**config.mk**
```make
export PLATFORM = sky130hd
export DESIGN_NAME = div_unit
export DESIGN_NICKNAME = d
export VERILOG_FILES = /design/src/rtl/div_unit.sv
export SDC_FILE = /design/constraint.sdc
export NUM_CORES = 1
export LEC_CHECK = 0
export ABC_CLOCK_PERIOD_IN_PS = 3000
export CAP_MARGIN = 20
export CORE_UTILIZATION = 30
export DETAILED_ROUTE_END_ITERATION = 16
export PLACE_DENSITY = 0.47
export SLEW_MARGIN = 30
export SYNTH_ARGS = -nofsm -noshare
export SYNTH_HDL_FRONTEND = slang
export SYNTH_SLANG_ARGS = --single-unit
export TNS_END_PERCENT = 5
```
**constraint.sdc**
```tcl
create_clock -name clk -period 3 [get_ports clk]
set_input_delay 0.3 -clock clk [delete_from_list [all_inputs] [get_ports clk]]
set_output_delay 0.3 -clock clk [all_outputs]
set_load 0.005 [all_outputs]
```
**src/rtl/div_unit.sv**
```systemverilog
// div_unit: iterative radix-2 restoring divider producing quotient (lo),
// remainder (hi) and a divide-by-zero flag (dz). A divide takes 32 iterations.
// Signed (two's complement) division is compiled in only when DIV_SIGNED_EN
// is defined; without it every divide is unsigned and signed_div is ignored.
module div_unit #(
    parameter int DATA_W = 32
) (
    input  logic              clk,
    input  logic              rst_n,
    input  logic              start,
    input  logic              signed_div,
    input  logic              cancel,
    input  logic [DATA_W-1:0] dividend,
    input  logic [DATA_W-1:0] divisor,
    output logic              busy,
    output logic              valid,
    output logic [DATA_W-1:0] lo,
    output logic [DATA_W-1:0] hi,
    output logic              dz
);

    localparam int CNT_W = $clog2(DATA_W);

    typedef enum logic [1:0] {IDLE, CALC, DONE} state_t;

    state_t              state;
    logic [CNT_W-1:0]    count;
    logic [2*DATA_W-1:0] rq;
    logic [DATA_W-1:0]   dvs;

    logic [DATA_W-1:0]   op_a;
    logic [DATA_W-1:0]   op_b;
    logic [DATA_W:0]     upper;
    logic [DATA_W:0]     trial;
    logic [2*DATA_W-1:0] next_rq;
    logic [DATA_W-1:0]   res_q;
    logic [DATA_W-1:0]   res_r;

    // One restoring step: the remainder is shifted left, then the divisor is subtracted if it fits.
    always_comb begin
        upper = rq[2*DATA_W-1:DATA_W-1];
        trial = upper - {1'b0, dvs};
        if (!trial[DATA_W]) begin
            next_rq = {trial[DATA_W-1:0], rq[DATA_W-2:0], 1'b1};
        end else begin
            next_rq = {upper[DATA_W-1:0], rq[DATA_W-2:0], 1'b0};
        end
    end

`ifdef DIV_SIGNED_EN
    logic a_neg;
    logic b_neg;
    logic neg_q;
    logic neg_r;

    // Signed requests divide magnitudes; remember the operand signs for the fix-up.
    always_comb begin
        a_neg = signed_div & dividend[DATA_W-1];
        b_neg = signed_div & divisor[DATA_W-1];
        op_a  = a_neg ? -dividend : dividend;
        op_b  = b_neg ? -divisor  : divisor;
    end

    // Quotient negated when signs differ, remainder follows the dividend's sign.
    always_comb begin
        res_q = neg_q ? -next_rq[DATA_W-1:0]        : next_rq[DATA_W-1:0];
        res_r = neg_r ? -next_rq[2*DATA_W-1:DATA_W] : next_rq[2*DATA_W-1:DATA_W];
    end

    // Capture the fix-up flags when a divide is accepted.
    always_ff @(posedge clk or negedge rst_n) begin
        if (!rst_n) begin
            neg_q <= 1'b0;
            neg_r <= 1'b0;
        end else if (!cancel && state == IDLE && start) begin
            neg_q <= a_neg ^ b_neg;
            neg_r <= a_neg;
        end
    end
`else
    logic unused_signed_div;

    // Unsigned-only build: operands and results pass straight through.
    always_comb begin
        op_a  = dividend;
        op_b  = divisor;
        res_q = next_rq[DATA_W-1:0];
        res_r = next_rq[2*DATA_W-1:DATA_W];
    end

    assign unused_signed_div = signed_div;
`endif

    // Control FSM with registered busy/valid and result registers; cancel overrides everything.
    always_ff @(posedge clk or negedge rst_n) begin
        if (!rst_n) begin
            state <= IDLE;
            count <= '0;
            rq    <= '0;
            dvs   <= '0;
            busy  <= 1'b0;
            valid <= 1'b0;
            lo    <= '0;
            hi    <= '0;
            dz    <= 1'b0;
        end else if (cancel) begin
            state <= IDLE;
            busy  <= 1'b0;
            valid <= 1'b0;
        end else begin
            case (state)
                IDLE: begin
                    if (start) begin
                        count <= '0;
                        if (divisor == '0) begin
                            state <= DONE;
                            valid <= 1'b1;
                            lo    <= '1;
                            hi    <= dividend;
                            dz    <= 1'b1;
                        end else begin
                            state <= CALC;
                            busy  <= 1'b1;
                            rq    <= {{DATA_W{1'b0}}, op_a};
                            dvs   <= op_b;
                        end
                    end
                end
                CALC: begin
                    rq    <= next_rq;
                    count <= count + 1'b1;
                    if (count == CNT_W'(DATA_W - 1)) begin
                        state <= DONE;
                        busy  <= 1'b0;
                        valid <= 1'b1;
                        lo    <= res_q;
                        hi    <= res_r;
                        dz    <= 1'b0;
                    end
                end
                DONE: begin
                    state <= IDLE;
                    valid <= 1'b0;
                end
                default: begin
                    state <= IDLE;
                    busy  <= 1'b0;
                    valid <= 1'b0;
                end
            endcase
        end
    end

endmodule

```
==> results.json <==
{
  "antenna_cells": 0,
  "grt_pass1_wl_microns": 42200,
  "fin_hold_ws_ns": 0.454,
  "grt_setup_unrepaired": "true",
  "final_nets": 1279,
  "combinationalPowerShare": 0.482,
  "ys_ff_latch": 170,
  "overflow": 0,
  "p_sw_mw": 4.06,
  "areaGrowthSynthToFinish_pct": 34.0,
  "startpoint_type": "register",
  "mostFrequentLayoutCell": "nand2_1",
  "htreeDepth": 4,
  "post-dp-hpwl_microns": 20000,
  "fillers": 2961,
  "final_cell_mix": "172 x nand2_1, 170 x dfrtp_1, 133 x clkdlybuf4s50_1",
  "clk_pin_slew_ns": 0.08,
  "synthDistinctLibCells": 62,
  "report.final.slew_viol_count": 0,
  "via_per_inst": 4.96,
  "final_hold_viol_count": 0,
  "postSynthCellCount": 1000,
  "drive_gt1_frac": 0.138,
  "rows": 63,
  "powerDensity_nw_per_um2": 824,
  "maxSlewHeadroom": 0.554,
  "antenna_found_initial": 0,
  "synth.cell_area_sq_um": 9010,
  "finalCriticalPeriod_ns": 2.96,
  "regArea_sq_um": 4250,
  "place_congestion": 0.877,
  "worst_pin_slew_ns": 0.670,
  "switching_share": 0.409,
  "period_share": 0.986,
  "power.share.clock": 0.222,
  "yosys_warnings": 0,
  "setup_viol": 0,
  "synth_nets": 1104,
  "synth_edf_count": 0,
  "required_ns": 3.36,
  "reg2reg_slack_ns": 0.04,
  "status": "finished clean",
  "synth_ff_type": "dfrtp_1",
  "drt_iter0_drc": 542,
  "synth_seq_area_share": 0.472,
  "final_area_sq_um": 12100,
  "critical_path_class": "register to register",
  "fin_skew_ns": 0.0149,
  "dp.cells": 1541,
  "hold_path.class": "primary input to register",
  "worstSetupEndpointType": "register",
  "power_frac_seq": 0.296,
  "clockBufferDepth": 2,
  "avgSynthCellArea_sq_um": 9.01,
  "async_flop_share": 1.00,
  "ios": 136,
  "cts_tree": "yes",
  "clock-sinks": 170,
  "numPortBuffers": 134,
  "grt_use_total": 0.177,
  "ant_nets": 0,
  "core_area_sq_um": 29600,
  "power_mw": 9.94,
  "cts-root-buf": "clkbuf_16",
  "clk_latency_ns": 0.44,
  "start_util": 0.305,
  "max_freq_ghz": 0.338,
  "utilization": 0.408,
  "grt_max_degree": 70,
  "maxCapViolCount": 0,
  "drc": 0,
  "finalNonFillerCells": 1578,
  "grt_pass1_vias": 7431,
  "ir_worst_vdd_mv": 0.446,
  "die_x_microns": 175,
  "die_height_microns": 175,
  "cp_max_fo": 16,
  "post_dp_cell_area_sq_um": 11300,
  "wl_microns": 26800,
  "numCtsBuffers": 17,
  "internal-power_mw": 5.88,
  "wl_per_cell_microns": 17.0,
  "p_leak_nw": 5.35,
  "dr.pass1.iters": 5,
  "arrival_ns": 3.31,
  "via_count": 7821,
  "die-area_sq_um": 30700,
  "multi_input_area_sq_um": 4490
}
per-layer routing:
metal,part of all wire,wire length (microns),vias to the layer above,global-route usage
met5,0,0,-,0
met3,0.042,1130,15,0.0292
met1,0.53,14100,3698,0.274
met4,0.012,317,0,0.0420
li1,-,-,3926,-
met2,0.42,11300,182,0.255
final cells by class:
type | count | area share
clock buffer | 18 | 0.0364
clock inverter | 14 | 0.0110
inverter | 41 | 0.0127
multi-input combinational | 728 | 0.372
sequential | 170 | 0.352
tap | 390 | 0.0404
timing repair buffer | 217 | 0.175
stage by stage:
step / setup TNS, ns / worst slack, ns
CTS: 0 / 0.00911
global route: -0.322 / -0.0576
detailed placement: -0.00570 / -0.00570
floorplan: 0 / 0.411
global placement: 0 / 0.0193
finish: 0 / 0.0406
logic make-up (layout without fill, tap and decap cells):
group,after synthesis,after routing,synth area share
AND/OR/NAND/NOR,341,341,0.163
AO/OA/AOI/OAI,312,312,0.225
flip-flops,170,170,0.472
buffers and inverters,102,290,0.0475
adder cells (fa/ha/maj),35,35,0.0495
XOR/XNOR,27,27,0.0279
multiplexers,13,13,0.0149
state kept, by name (all words and copies together) (netlist names):
| register | count |
|---|---|
| hi | 32 |
| busy | 1 |
| dvs | 32 |
| state | 2 |
| dz | 1 |
| valid | 1 |
| rq | 64 |
| lo | 32 |
| count | 5 |
repair_timing:
action | 4_1_cts | 5_1_grt
buffers inserted | 0 | 3
gates resized for setup | 2 | 26
pin swaps | 0 | 6
gates cloned | 0 | 1
hold endpoints to repair | 66 | 0
hold buffers | 1 | 0
endpoints found under the setup margin | 10 | 52
critical path: stages, from the launching register on:
cell and delay (ns):
dfrtp_1 0.38, inv_1 0.06, ha_1 0.21, fa_1 0.23, nand2b_4 0.14, a21oi_2 0.05
buf_4 0.15, o211ai_4 0.24, nand3_2 0.13, a21oi_4 0.29, xor2_4 0.13, buf_4 0.17
clkbuf_16 0.17, o31a_1 0.34, a31oi_1 0.17
final timing paths:
path	end	startpoint	cells after the start
setup / recovery	hi[15]$_DFFE_PN0P_	rq[31]$_DFFE_PN0P_	14
hold reg to reg	dz$_DFFE_PN0P_	dz$_DFFE_PN0P_	2
min in group asynchronous	lo[5]$_DFFE_PN0P_	rst_n	2
hold / removal	dvs[17]$_DFFE_PN0P_	divisor[17]	3
setup reg to reg	hi[15]$_DFFE_PN0P_	rq[31]$_DFFE_PN0P_	14
max in group asynchronous	dvs[26]$_DFFE_PN0P_	rst_n	3
cell usage after synthesis (4+ instances only):
master / count / area [sq um]
nor3_1: 19 / 95.1
xor2_1: 13 / 114
a21oi_1: 45 / 225
nor2b_1: 4 / 25.0
dfrtp_1: 170 / 4250
mux2i_1: 10 / 100
or3_1: 9 / 56.3
nand3_1: 11 / 55.1
xnor2_1: 12 / 105
a211oi_1: 4 / 30.0
a31oi_1: 69 / 432
a22o_1: 5 / 43.8
o21ai_1: 11 / 55.1
ha_1: 34 / 425
and3_1: 8 / 50.1
nand4_1: 7 / 43.8
o21ai_0: 80 / 400
buf_2: 15 / 75.1
nor4_1: 10 / 62.6
clkbuf_1: 40 / 150
o31ai_1: 5 / 37.5
nand2_1: 174 / 653
o211ai_1: 10 / 75.1
nand2b_1: 6 / 37.5
nor2_1: 84 / 315
o22a_1: 33 / 289
inv_1: 40 / 150
a21o_1: 18 / 135
power by group through the flow:
| stage | clock, mW | sequential (mW) | combinational [mW] |
|---|---|---|---|
| floorplan | 0 | 2.82 | 2.98 |
| CTS | 2.28 | 2.93 | 4.42 |
| global placement | 0 | 2.97 | 4.37 |
| finish | 2.21 | 2.94 | 4.79 |
| global route | 2.36 | 2.98 | 5.27 |
| detailed placement | 0 | 2.96 | 4.38 |
(Power assumes the default switching activity.)
